### src/rtl/fcap_pkg.sv
// Shared types and constants for the frame capture controller: FSM states,
// Avalon register addresses, CTRL/status bit positions and pixel word packing.
package fcap_pkg;

  typedef enum logic [2:0] {
    IDLE    = 3'd0,
    ARM     = 3'd1,
    CAPTURE = 3'd2,
    DONE    = 3'd3
  } state_t;

  localparam logic [7:0] ADDR_CTRL   = 8'd0;
  localparam logic [7:0] ADDR_ORIGIN = 8'd1;
  localparam logic [7:0] ADDR_SIZE   = 8'd2;
  localparam logic [7:0] ADDR_DATA   = 8'd3;
  localparam logic [7:0] ADDR_LEVEL  = 8'd4;

  localparam int CTRL_START  = 0;
  localparam int CTRL_ABORT  = 1;
  localparam int CTRL_DECIM  = 2;
  localparam int CTRL_IRQ_EN = 3;

  // One captured pixel as the HPS sees it: {R, G, B, 8'h00}
  function automatic logic [31:0] packPixel(input logic [7:0] r,
                                            input logic [7:0] g,
                                            input logic [7:0] b);
    return {r, g, b, 8'h00};
  endfunction

endpackage

### src/rtl/frame_capture_ctrl_if.sv
// Avalon-MM slave bus of the frame capture controller. The HPS side (or a
// testbench) uses the master modport, the controller uses the slave modport.
interface frame_capture_ctrl_if;
  logic        chipselect;
  logic        read;
  logic        write;
  logic [7:0]  address;
  logic [31:0] writedata;
  logic [31:0] readdata;

  modport master (output chipselect, read, write, address, writedata,
                  input  readdata);
  modport slave  (input  chipselect, read, write, address, writedata,
                  output readdata);
endinterface

### src/rtl/fcap_fifo.sv
// Synchronous first-word-fall-through pixel FIFO. A pop on an empty FIFO is
// ignored; when full, a push is only taken if a pop happens in the same cycle.
// Flush empties the FIFO and overrides any push/pop in that cycle.
module fcap_fifo #(
  parameter int DEPTH = 16,
  parameter int WIDTH = 32,
  localparam int AW = $clog2(DEPTH)
) (
  input  logic             clk,
  input  logic             reset,
  input  logic             flush_i,
  input  logic             push_i,
  input  logic             pop_i,
  input  logic [WIDTH-1:0] data_i,
  output logic [WIDTH-1:0] data_o,
  output logic             full_o,
  output logic             empty_o,
  output logic [AW:0]      level_o
);

  localparam logic [AW:0] FULL_LEVEL = (AW + 1)'(DEPTH);

  logic [WIDTH-1:0] mem_q [DEPTH];
  logic [AW-1:0]    wrPtr_q;
  logic [AW-1:0]    rdPtr_q;
  logic [AW:0]      level_q;
  logic             doPush;
  logic             doPop;

  assign empty_o = (level_q == '0);
  assign full_o  = (level_q == FULL_LEVEL);
  assign doPop   = pop_i & ~empty_o;
  assign doPush  = push_i & (~full_o | doPop);
  assign data_o  = mem_q[rdPtr_q];
  assign level_o = level_q;

  // Pointer and occupancy bookkeeping; simultaneous push+pop keeps the level
  always_ff @(posedge clk) begin
    if (reset || flush_i) begin
      wrPtr_q <= '0;
      rdPtr_q <= '0;
      level_q <= '0;
    end else begin
      if (doPush) wrPtr_q <= wrPtr_q + 1'b1;
      if (doPop)  rdPtr_q <= rdPtr_q + 1'b1;
      if (doPush && !doPop)      level_q <= level_q + 1'b1;
      else if (doPop && !doPush) level_q <= level_q - 1'b1;
    end
  end

  // Storage array, written at the tail; contents need no reset
  always_ff @(posedge clk) begin
    if (doPush && !flush_i) mem_q[wrPtr_q] <= data_i;
  end

endmodule

### src/rtl/frame_capture_ctrl.sv
// Frame capture controller: arms on a CTRL start, waits for the next VSYNC
// fall, then pushes the pixels of one rectangular window of the live VGA
// stream into a FIFO that the HPS drains over Avalon-MM.
// Optional build macro FCAP_DECIMATE_EN enables the CTRL.decim 2:1 subsample.
module frame_capture_ctrl
  import fcap_pkg::*;
#(
  parameter int H_ACTIVE   = 640,
  parameter int V_ACTIVE   = 480,
  parameter int FIFO_DEPTH = 16
) (
  input  logic                 clk,
  input  logic                 reset,
  frame_capture_ctrl_if.slave  bus,
  input  logic [7:0]           VGA_R,
  input  logic [7:0]           VGA_G,
  input  logic [7:0]           VGA_B,
  input  logic                 VGA_DE,
  input  logic                 pix_en,
  input  logic                 HSYNC,
  input  logic                 VSYNC,
  output logic                 capturing,
  output logic                 irq
);

  localparam int          LW    = $clog2(FIFO_DEPTH) + 1;
  localparam logic [9:0]  X_MAX = 10'(H_ACTIVE - 1);
  localparam logic [9:0]  Y_MAX = 10'(V_ACTIVE - 1);
  localparam logic [10:0] X_LIM = 11'(H_ACTIVE);
  localparam logic [10:0] Y_LIM = 11'(V_ACTIVE);

  state_t      state_q, state_d;
  logic        hsync_q, vsync_q, hsFall, vsFall;
  logic [9:0]  xCnt_q, yCnt_q;
  logic        lineHadPix_q, pixQual;
  logic [9:0]  x0_q, y0_q, w_q, h_q;
  logic [9:0]  x0Sh_q, y0Sh_q, wSh_q, hSh_q;
  logic        irqEn_q, done_q, overflow_q, underflow_q;
  logic [31:0] readdata_q, statusWord;
  logic        wrEn, rdEn, ctrlWr, ctrlRd, startReq, abortReq, startAcc;
  logic [10:0] xEndSum, yEndSum, xEnd, yEnd;
  logic        inWin, decimOk, decimRd;
  logic        pushReq, popReq, fifoFlush, fifoFull, fifoEmpty;
  logic [31:0] fifoData;
  logic [LW-1:0] fifoLevel;
  logic        unusedWdata;

  assign wrEn     = bus.chipselect & bus.write;
  assign rdEn     = bus.chipselect & bus.read;
  assign ctrlWr   = wrEn && (bus.address == ADDR_CTRL);
  assign ctrlRd   = rdEn && (bus.address == ADDR_CTRL);
  assign abortReq = ctrlWr & bus.writedata[CTRL_ABORT];
  assign startReq = ctrlWr & bus.writedata[CTRL_START] & ~bus.writedata[CTRL_ABORT];
  assign startAcc = startReq & (state_q == IDLE);

  assign unusedWdata = ^{bus.writedata[31:26], bus.writedata[15:10],
                         bus.writedata[7:4], bus.writedata[2]};

  assign hsFall  = hsync_q & ~HSYNC;
  assign vsFall  = vsync_q & ~VSYNC;
  assign pixQual = pix_en & VGA_DE;

  assign xEndSum = {1'b0, x0Sh_q} + {1'b0, wSh_q};
  assign yEndSum = {1'b0, y0Sh_q} + {1'b0, hSh_q};
  assign xEnd    = (xEndSum > X_LIM) ? X_LIM : xEndSum;
  assign yEnd    = (yEndSum > Y_LIM) ? Y_LIM : yEndSum;
  assign inWin   = (xCnt_q >= x0Sh_q) && ({1'b0, xCnt_q} < xEnd) &&
                   (yCnt_q >= y0Sh_q) && ({1'b0, yCnt_q} < yEnd);

`ifdef FCAP_DECIMATE_EN
  logic decim_q, decimSh_q;

  // Decimation request and its copy latched at start
  always_ff @(posedge clk) begin
    if (reset) begin
      decim_q   <= 1'b0;
      decimSh_q <= 1'b0;
    end else begin
      if (ctrlWr)   decim_q   <= bus.writedata[CTRL_DECIM];
      if (startAcc) decimSh_q <= bus.writedata[CTRL_DECIM];
    end
  end

  assign decimRd = decim_q;
  assign decimOk = ~decimSh_q | ((xCnt_q[0] ~^ x0Sh_q[0]) & (yCnt_q[0] ~^ y0Sh_q[0]));
`else
  assign decimRd = 1'b0;
  assign decimOk = 1'b1;
`endif

  assign pushReq   = (state_q == CAPTURE) & pixQual & inWin & decimOk;
  assign popReq    = rdEn && (bus.address == ADDR_DATA) && !fifoEmpty;
  assign fifoFlush = startAcc | abortReq;

  fcap_fifo #(
    .DEPTH (FIFO_DEPTH),
    .WIDTH (32)
  ) uFifo (
    .clk     (clk),
    .reset   (reset),
    .flush_i (fifoFlush),
    .push_i  (pushReq),
    .pop_i   (popReq),
    .data_i  (packPixel(VGA_R, VGA_G, VGA_B)),
    .data_o  (fifoData),
    .full_o  (fifoFull),
    .empty_o (fifoEmpty),
    .level_o (fifoLevel)
  );

  // Sync edge detection plus raster position counters (saturating)
  always_ff @(posedge clk) begin
    if (reset) begin
      hsync_q      <= 1'b0;
      vsync_q      <= 1'b0;
      xCnt_q       <= '0;
      yCnt_q       <= '0;
      lineHadPix_q <= 1'b0;
    end else begin
      hsync_q <= HSYNC;
      vsync_q <= VSYNC;
      if (hsFall) xCnt_q <= '0;
      else if (pixQual && xCnt_q != X_MAX) xCnt_q <= xCnt_q + 10'd1;
      if (vsFall) yCnt_q <= '0;
      else if (hsFall && lineHadPix_q && yCnt_q != Y_MAX) yCnt_q <= yCnt_q + 10'd1;
      if (hsFall) lineHadPix_q <= 1'b0;
      else if (pixQual) lineHadPix_q <= 1'b1;
    end
  end

  // Capture sequencing: abort always returns to IDLE, empty windows finish at once
  always_comb begin
    state_d = state_q;
    case (state_q)
      IDLE:    if (startAcc) state_d = (w_q == '0 || h_q == '0) ? DONE : ARM;
      ARM:     if (vsFall) state_d = CAPTURE;
      CAPTURE: if (({1'b0, yCnt_q} == yEnd) || vsFall) state_d = DONE;
      DONE:    state_d = IDLE;
      default: state_d = IDLE;
    endcase
    if (abortReq) state_d = IDLE;
  end

  // FSM state register
  always_ff @(posedge clk) begin
    if (reset) state_q <= IDLE;
    else       state_q <= state_d;
  end

  // Programmable window and irq enable; the window is frozen into shadows on start
  always_ff @(posedge clk) begin
    if (reset) begin
      x0_q <= '0; y0_q <= '0; w_q <= '0; h_q <= '0;
      x0Sh_q <= '0; y0Sh_q <= '0; wSh_q <= '0; hSh_q <= '0;
      irqEn_q <= 1'b0;
    end else begin
      if (wrEn && bus.address == ADDR_ORIGIN) begin
        x0_q <= bus.writedata[9:0];
        y0_q <= bus.writedata[25:16];
      end
      if (wrEn && bus.address == ADDR_SIZE) begin
        w_q <= bus.writedata[9:0];
        h_q <= bus.writedata[25:16];
      end
      if (ctrlWr) irqEn_q <= bus.writedata[CTRL_IRQ_EN];
      if (startAcc) begin
        x0Sh_q <= x0_q; y0Sh_q <= y0_q; wSh_q <= w_q; hSh_q <= h_q;
      end
    end
  end

  // Sticky status flags: new events win over the clear-on-read of CTRL
  always_ff @(posedge clk) begin
    if (reset) begin
      done_q      <= 1'b0;
      overflow_q  <= 1'b0;
      underflow_q <= 1'b0;
    end else if (startAcc) begin
      done_q      <= 1'b0;
      overflow_q  <= 1'b0;
      underflow_q <= 1'b0;
    end else begin
      if (ctrlRd) begin
        done_q      <= 1'b0;
        overflow_q  <= 1'b0;
        underflow_q <= 1'b0;
      end
      if (state_q == DONE && !abortReq) done_q <= 1'b1;
      if (pushReq && fifoFull && !popReq && !fifoFlush) overflow_q <= 1'b1;
      if (rdEn && bus.address == ADDR_DATA && fifoEmpty) underflow_q <= 1'b1;
    end
  end

  assign statusWord = {23'b0, underflow_q, overflow_q, decimRd, irqEn_q, done_q,
                       (state_q != IDLE), state_q};

  // Registered read data, loaded one cycle after the read strobe
  always_ff @(posedge clk) begin
    if (reset) readdata_q <= '0;
    else if (rdEn) begin
      case (bus.address)
        ADDR_CTRL:   readdata_q <= statusWord;
        ADDR_ORIGIN: readdata_q <= {6'b0, y0_q, 6'b0, x0_q};
        ADDR_SIZE:   readdata_q <= {6'b0, h_q, 6'b0, w_q};
        ADDR_DATA:   readdata_q <= fifoEmpty ? 32'h0 : fifoData;
        ADDR_LEVEL:  readdata_q <= 32'(fifoLevel);
        default:     readdata_q <= '0;
      endcase
    end
  end

  assign bus.readdata = readdata_q;
  assign capturing    = (state_q == CAPTURE);
  assign irq          = done_q & irqEn_q;

endmodule
### src/flat_wrapper.sv
// flat-port wrapper written by rule: the top's interface ports become plain ports
module frame_capture_ctrl_flat import fcap_pkg::*;
#(
  parameter int H_ACTIVE   = 640,
  parameter int V_ACTIVE   = 480,
  parameter int FIFO_DEPTH = 16
)
  (clk, reset, VGA_R, VGA_G, VGA_B, VGA_DE, pix_en, HSYNC, VSYNC, capturing, irq, bus_chipselect, bus_read, bus_write, bus_address, bus_writedata, bus_readdata);
  frame_capture_ctrl_if bus_i ();
  input  logic clk;
  input  logic reset;
  input  logic [7:0] VGA_R;
  input  logic [7:0] VGA_G;
  input  logic [7:0] VGA_B;
  input  logic VGA_DE;
  input  logic pix_en;
  input  logic HSYNC;
  input  logic VSYNC;
  output logic capturing;
  output logic irq;
  input wire logic [$bits(bus_i.chipselect)-1:0] bus_chipselect;
  input wire logic [$bits(bus_i.read)-1:0] bus_read;
  input wire logic [$bits(bus_i.write)-1:0] bus_write;
  input wire logic [$bits(bus_i.address)-1:0] bus_address;
  input wire logic [$bits(bus_i.writedata)-1:0] bus_writedata;
  output wire logic [$bits(bus_i.readdata)-1:0] bus_readdata;
  assign bus_i.chipselect = bus_chipselect;
  assign bus_i.read = bus_read;
  assign bus_i.write = bus_write;
  assign bus_i.address = bus_address;
  assign bus_i.writedata = bus_writedata;
  assign bus_readdata = bus_i.readdata;
  frame_capture_ctrl #(.H_ACTIVE(H_ACTIVE), .V_ACTIVE(V_ACTIVE), .FIFO_DEPTH(FIFO_DEPTH)) u_core (.clk(clk), .reset(reset), .bus(bus_i), .VGA_R(VGA_R), .VGA_G(VGA_G), .VGA_B(VGA_B), .VGA_DE(VGA_DE), .pix_en(pix_en), .HSYNC(HSYNC), .VSYNC(VSYNC), .capturing(capturing), .irq(irq));
endmodule
### config.mk
export PLATFORM = sky130hd
export DESIGN_NAME = frame_capture_ctrl_flat
export DESIGN_NICKNAME = d
export VERILOG_FILES = /design/src/rtl/fcap_pkg.sv /design/src/rtl/frame_capture_ctrl_if.sv /design/src/rtl/fcap_fifo.sv /design/src/rtl/frame_capture_ctrl.sv /design/src/flat_wrapper.sv
export SDC_FILE = /design/constraint.sdc
export NUM_CORES = 1
export LEC_CHECK = 0
export ABC_AREA = 1
export BUFFER_PORTS_ARGS = -buffer_cell sky130_fd_sc_hd__buf_2
export CORE_MARGIN = 8
export CORE_UTILIZATION = 40
export CTS_CLUSTER_DIAMETER = 100
export DETAILED_ROUTE_END_ITERATION = 16
export PLACE_DENSITY = 0.67
export SYNTH_ARGS = -nofsm -noshare
export SYNTH_HDL_FRONTEND = slang
export SYNTH_SLANG_ARGS = --single-unit
### constraint.sdc
create_clock -name clk -period 9.1 [get_ports clk]
set_input_delay 1.82 -clock clk [delete_from_list [all_inputs] [get_ports clk]]
set_output_delay 1.82 -clock clk [all_outputs]
set_load 0.01 [all_outputs]
== Yosys cells after proc, flatten, opt, wreduce, memory -nomap -nowiden ==
Memories as Yosys holds them, arrays and structs flattened. A register that Yosys moved wholly into a read port is not among the register bits.
Index checks and enable logic that the tools add are counted.

* Bitwise logic cells: 21
* $add $sub $neg: 8
* Equality and inequality tests: 14
* Multiplexer cells: 19
* Reductions and logical operators: 44
* Magnitude comparators: 6

{| class="wikitable"
|+ Operator list
! kind !! number
|-
| $pmux W32 S5 || 1
|-
| $mux W32 || 1
|-
| $add A10 B10 Y11 || 2
|-
| $lt A10 B11 Y1 || 2
|-
| $mux W11 || 2
|-
| $add A10 B1 Y10 const B || 2
|-
| $ge A10 B10 Y1 || 2
|-
| $logic_and A1 B1 Y1 || 20
|-
| $logic_not A10 Y1 || 2
|-
| $eq A8 B2 Y1 const B || 2
|-
| $and A1 B1 Y1 || 14
|-
| $eq A10 B11 Y1 || 1
|-
| $gt A11 B10 Y1 const B || 1
|-
| $gt A11 B9 Y1 const B || 1
|-
| $mux W5 || 2
|-
| $ne A10 B10 Y1 const B || 1
|-
| $ne A10 B9 Y1 const B || 1
|-
| $mux W3 || 3
|-
| $pmux W3 S3 || 1
|-
| $add A4 B1 Y4 const B || 2
|-
| $eq A8 B1 Y1 const B || 1
|-
| $eq A8 B3 Y1 const B || 1
|-
| $logic_not A8 Y1 || 1
|-
| $mux W4 || 2
|-
| 18 further kinds || 44
|}

* Memories: 1
* RAM bits: 384
* Output and inout bits: 34
* Input bits: 73
* Flip-flop bits (word level): 155
* Logic and storage cells: 135

{| class="wikitable"
|+ Memory list
! name !! depth !! width !! rd ports !! clocked after Yosys merged registers in !! write ports !! line !! text
|-
| u_core.uFifo.mem_q || 16 || 24 || 1 || 1 || 1 || fcap_fifo.sv:23 || <nowiki>logic [WIDTH-1:0] mem_q [DEPTH];</nowiki>
|}

== Longest topological paths before layout ==
* Word-level depth: 13
* Depth in mapped cells: 35
* Mapped depth without buffers: 35

== Cells and area by module ==
Synthesis repeated with hierarchy kept, for this count alone.

* Cell total of the unflattened synthesis: 3015
* Area, all modules: 29677.2 sq um

{| class="wikitable"
|+ Modules (own cells, without submodules)
! module !! times used !! cells an instance !! area an instance (sq um) !! seq. area each (sq um)
|-
| fcap_fifo || 1 || 1919 || 21803.4 || 15715.1
|-
| frame_capture_ctrl || 1 || 1096 || 7873.8 || 2822.7
|}

== Least setup slack after synthesis ==
Ideal clock, no wire load.

* Path kind: reg2reg
* Start point: register u_core.y0Sh_q[0]
* End point: memory u_core.uFifo.mem_q[11][0] in the netlist's numbering, enable pin
* Data arrival time: 4.466 ns
* Required time: 8.695 ns
* Slack: 4.229 ns
* Buffers on the path: 0
* Setup time: 0.405 ns
* Clock period less this slack: 4.871 ns
* Cell stages (with the launch flop): 27
* Path through: dfxtp_1 -> ha_1 -> inv_1 -> fa_1 -> o21ai_1 -> nand4_1 -> o211ai_1 -> xor2_1 -> inv_1 -> nand2_1 -> nand3_1 -> inv_1 -> nand2_1 -> ha_1 -> a21oi_1 -> o21ai_1 -> nand2_1 -> a21oi_1 -> o21ai_1 -> nand3_1 -> nand2_1 -> nand3_1 -> nor2_1 -> nand3_4 -> clkinv_4 -> nand2_4 -> nor2_1

* Word-level cells in the longest chain between the ends: 10
* Elaborated cells between the ends (all ways): 12
* Those cells by class: 1 x add/sub; 3 x order compare; 3 x mux; 2 x bitwise; 3 x reduce/logical

{| class="wikitable"
|+ RTL lines
! element !! line !! text
|-
| from (decl) || frame_capture_ctrl.sv:37 || <nowiki>logic [9:0] x0Sh_q, y0Sh_q, wSh_q, hSh_q;</nowiki>
|-
| from (signal assigned) || frame_capture_ctrl.sv:167 || <nowiki>x0Sh_q <= x0_q; y0Sh_q <= y0_q; wSh_q <= w_q; hSh_q <= h_q;</nowiki>
|-
| $add A10 B10 Y11 || frame_capture_ctrl.sv:64 || <nowiki>assign yEndSum = {1'b0, y0Sh_q} + {1'b0, hSh_q};</nowiki>
|-
| $gt A11 B9 Y1 || frame_capture_ctrl.sv:66 || <nowiki>assign yEnd = (yEndSum > Y_LIM) ? Y_LIM : yEndSum;</nowiki>
|-
| $mux W11 || frame_capture_ctrl.sv:66 ||
|-
| $lt A10 B11 Y1 || frame_capture_ctrl.sv:68 || <nowiki>(yCnt_q >= y0Sh_q) && ({1'b0, yCnt_q} < yEnd);</nowiki>
|-
| $logic_and A1 B1 Y1 (*) || frame_capture_ctrl.sv:68 ||
|-
| $and A1 B1 Y1 (*) || frame_capture_ctrl.sv:91 || <nowiki>assign pushReq = (state_q == CAPTURE) & pixQual & inWin & decimOk;</nowiki>
|-
| $and A1 B1 Y1 (*) || fcap_fifo.sv:33 || <nowiki>assign doPush = push_i & (~full_o | doPop);</nowiki>
|-
| named net u_core.uFifo.doPush || fcap_fifo.sv:27 || <nowiki>logic doPush;</nowiki>
|-
| $logic_and A1 B1 Y1 (*) || fcap_fifo.sv:53 || <nowiki>if (doPush && !flush_i) mem_q[wrPtr_q] <= data_i;</nowiki>
|-
| $mux W1 (*) || fcap_fifo.sv:53 ||
|-
| $mux W1 (not written as such) (*) || fcap_fifo.sv:53 ||
|-
| to (decl) || fcap_fifo.sv:23 ||
|}

Mark *: on every way through the listed nets, which the timed path passes. The rest lies on a longest branch.

== Worst setup path in the final report ==
* Start point: register u_core.y0Sh_q[0]
* End point: register u_core.uFifo.level_q[4] (netlist: u_core.uFifo.level_o[4])

* Word-level cells in the longest chain between the ends: 10
* Elaborated cells between the ends (all ways): 14
* Those cells by class: 1 x add/sub; 3 x order compare; 2 x mux; 2 x bitwise; 6 x reduce/logical

{| class="wikitable"
|+ RTL lines
! element !! line !! text
|-
| $add A10 B10 Y11 || frame_capture_ctrl.sv:64 ||
|-
| $gt A11 B9 Y1 || frame_capture_ctrl.sv:66 ||
|-
| $mux W11 || frame_capture_ctrl.sv:66 ||
|-
| $lt A10 B11 Y1 || frame_capture_ctrl.sv:68 ||
|-
| $logic_and A1 B1 Y1 (*) || frame_capture_ctrl.sv:68 ||
|-
| $and A1 B1 Y1 (*) || frame_capture_ctrl.sv:91 ||
|-
| $and A1 B1 Y1 (*) || fcap_fifo.sv:33 ||
|-
| named net u_core.uFifo.doPush || fcap_fifo.sv:27 ||
|-
| $logic_not A1 Y1 || fcap_fifo.sv:47 || <nowiki>else if (doPop && !doPush) level_q <= level_q - 1'b1;</nowiki>
|-
| $logic_and A1 B1 Y1 || fcap_fifo.sv:47 ||
|-
| $reduce_bool A2 Y1 (no line) || n/a ||
|-
| to (signal assigned) || fcap_fifo.sv:46 || <nowiki>if (doPush && !doPop) level_q <= level_q + 1'b1;</nowiki>
|-
| to (signal assigned) || fcap_fifo.sv:47 ||
|-
| to (decl) || fcap_fifo.sv:26 || <nowiki>logic [AW:0] level_q;</nowiki>
|}

Marked as above.
A chain may end at the register's enable or synchronous reset.

==> run metrics <==
post-CTS sizing=0; post-route setup TNS=0 ns; most frequent cells in the layout=edfxtp_1 (384), o21ai_0 (271), a21oi_1 (262); Worst path top cell family by delay=simple AND/OR/NAND/NOR gates; total die area=67500 um^2; clk root buf=clkbuf_16; Synth Warn #=0; final hold viol count=0; status=complete, no violations; sequential power share=0.512; combinational power share=0.022; Max-Cap Viols=0; Leak=9.48 nW; Total GRT Usage=0.172; Crit path largest cell delay=0.54 ns; Core ar.=58900 um^2; largest net degree at the start of global routing=94; final slew viol count=0; register area share after synthesis=0.618; sw frac=0.206; Worst path depth=34; first-pass GRT wire length=90.9 mm; Final Skew=roughly 0.06 ns; CP Launch Type=register; CTS tree=built; RSZ-0062 raised after global routing=no; routed len/inst=19.2 um; hold buffer count at CTS=0; critical path class=register to register; commonest non-fill, non-tap cell in the layout=edfxtp_1; critical path's slowest cell=nor2_1; H-tree depth=2; Placer Congestion=0.839; clock slew at reported path FFs=0.06 ns; DRC errors left=0; Main synth FF type=edfxtp_1; vias in the first global route=~16k; I/O pin cnt=about 110; Critical Path RT=9.59 ns; DRT iter0 DRCs=1539; initial antenna violation count=9; CP most frequent cell=nand2_1; final hold slack=between 0.4 and 0.5 ns; Final period util=0.648; post-CTS setup buffers=0; Fmax=169 MHz; hold crit path type=register to register; NetSw=0.00107 W; min Tclk post-route=5.90 ns; Post-synth EDFFs=384; Power Density=192 nW/um^2; internal power=roughly 0.0041 W; Arrival @ worst endpoint=6.40 ns; post-route cell area=27000 um^2; Final Util=0.458; DR vias/cell=5.34; Max IR drop VDD=about 0.00016 V; routing usage on met1=0.212; crit-path max FO=6; post-synthesis cell count=around 2.2k; Clk pwr share=0.466; Detail Route Antenna Nets=0; Avg Cell Area, Syn=10.7 um^2; Net Count, Synth=around 2.4k; Final #Nets=between 2k and 2.5k; number of CTS-inserted buffers=54; drt total wl=59.8 mm; Horiz. Die Dim=260 um; clock network latency to the later pin of the worst-skew pair=0.65 ns; buffer and inverter count on the worst path=5; via count=16.6k; DP Area=about 25000 um^2; Reg2Reg Depth=34; Worst Tran Pin Value=~1.2 ns; CTS Buffer Depth=3; Die Y=260 um; busiest grt layer=met2; register bit total from synthesis=542; layout cells sized above 1=0.106; Synth async-reset ratio=0; FP Rows=89; first-pass detailed-route iteration total=5; port bufs=94; count of final setup violators=0; GRT met2 Usage=0.294; total grt overflow=0; initial core utilization=0.404; Sink Count=about 540; HPWL after DPL=approximately 37 mm; Netlist Area Pre-Place=23800 um^2; met3 Usage GRT=0.0423; Worst slew margin=0.220; Hold Path Stages=2; synth unique cells=53; crit path capture type=register; Syn-to-layout area delta=13.4%
## worst min-delay path: stages, from the launching register on
cell and delay, ns:
dfxtp_1 0.30, inv_1 0.06, a21oi_1 0.06
## power groups by stage
stage | sequential (W) | combinational, W | clock [W]
finish | 0.00265 | 0.000113 | 0.00241
global route | 0.00265 | 0.000126 | 0.00254
CTS | 0.00265 | 0.000113 | 0.00244
detailed placement | 0.00270 | 0.000112 | 0
global placement | 0.00270 | 0.000107 | 0
floorplan | 0.00270 | 0.0000543 | 0
## metal layers
| layer | routed length [um] | share of wire |
|---|---|---|
| met4 | 1490 | 0.025 |
| met1 | 24400 | 0.41 |
| met2 | 29200 | 0.49 |
| met3 | 4660 | 0.078 |
| met5 | 23 | 0.00038 |
## layout make-up
type	count	area (um^2)
Inverter	257	970
Timing Repair Buffer	107	568
Sequential cell	542	14700
Fill cell	5283	32000
Tap cell	773	967
Antenna cell	7	17.5
Clock buffer	63	1410
Clock inverter	38	537
Multi-Input combinational cell	1323	7790
## Yosys cell counts (8+ instances only)
| cell type | count | area [um^2] |
|---|---|---|
| edfxtp_1 | 384 | 11500 |
| o21ai_0 | 271 | 1360 |
| a21oi_1 | 262 | 1310 |
| nand2_1 | 258 | 968 |
| inv_1 | 241 | 905 |
| dfxtp_1 | 158 | 3160 |
| nor2_1 | 113 | 424 |
| mux2i_1 | 95 | 951 |
| ha_1 | 75 | 938 |
| clkbuf_1 | 62 | 233 |
| nand3_1 | 56 | 280 |
| o211ai_1 | 32 | 240 |
| buf_2 | 30 | 150 |
| o21ai_1 | 25 | 125 |
| o22ai_1 | 21 | 131 |
| nand4_1 | 15 | 93.8 |
| xor2_1 | 15 | 131 |
| o221ai_1 | 14 | 123 |
| nor3_1 | 13 | 65.1 |
| inv_2 | 12 | 45.0 |
| buf_1 | 8 | 30.0 |
## cells by family (layout without fill, tap and decap cells)
family / count (synthesis) / in the layout / synth area share
compound gates: 646 / 646 / 0.145
xor+xnor: 19 / 19 / 0.00700
fa+ha+maj: 78 / 78 / 0.0420
buf+inv: 360 / 465 / 0.0591
flops: 542 / 542 / 0.618
mux: 95 / 95 / 0.0400
other cells: 1 / 8 / 0.000158
simple gates: 484 / 484 / 0.0884
## registers in the layout, summed over array words and instances, names as in the netlist, 5 cells and up, named ones only
register,cells
u_core.yCnt_q,10
u_core.y0Sh_q,10
u_core.x0_q,10
u_core.y0_q,10
u_core.uFifo.level_o,5
u_core.x0Sh_q,10
u_core.hSh_q,10
u_core.xCnt_q,10
u_core.w_q,10
u_core.uFifo.mem_q,384
u_core.h_q,10
u_core.wSh_q,10
u_core.bus.readdata,32
## final timing paths
kind | from | endpoint | slack (ns)
max | u_core.y0Sh_q[0]$_SDFFE_PP0P_ | u_core.uFifo.level_o[4]$_SDFFE_PP0P_ | 3.20
min | u_core.lineHadPix_q$_SDFFE_PP0P_ | u_core.lineHadPix_q$_SDFFE_PP0P_ | 0.46
max reg2reg | u_core.y0Sh_q[0]$_SDFFE_PP0P_ | u_core.uFifo.level_o[4]$_SDFFE_PP0P_ | 3.20
min reg2reg | u_core.lineHadPix_q$_SDFFE_PP0P_ | u_core.lineHadPix_q$_SDFFE_PP0P_ | 0.46
## per-stage QoR
step / power, W / setup WS [ns] / instances
2_1_floorplan: 0.00275 / 4.23 / 2225
3_3_place_gp: 0.00281 / 3.45 / 3002
3_5_place_dp: 0.00281 / 3.32 / 3002
4_1_cts: 0.00520 / 3.27 / 3103
5_1_grt: 0.00531 / 2.61 / 3106
6_report: 0.00517 / 3.20 / 3110
Power figures use the tool's default switching activity.
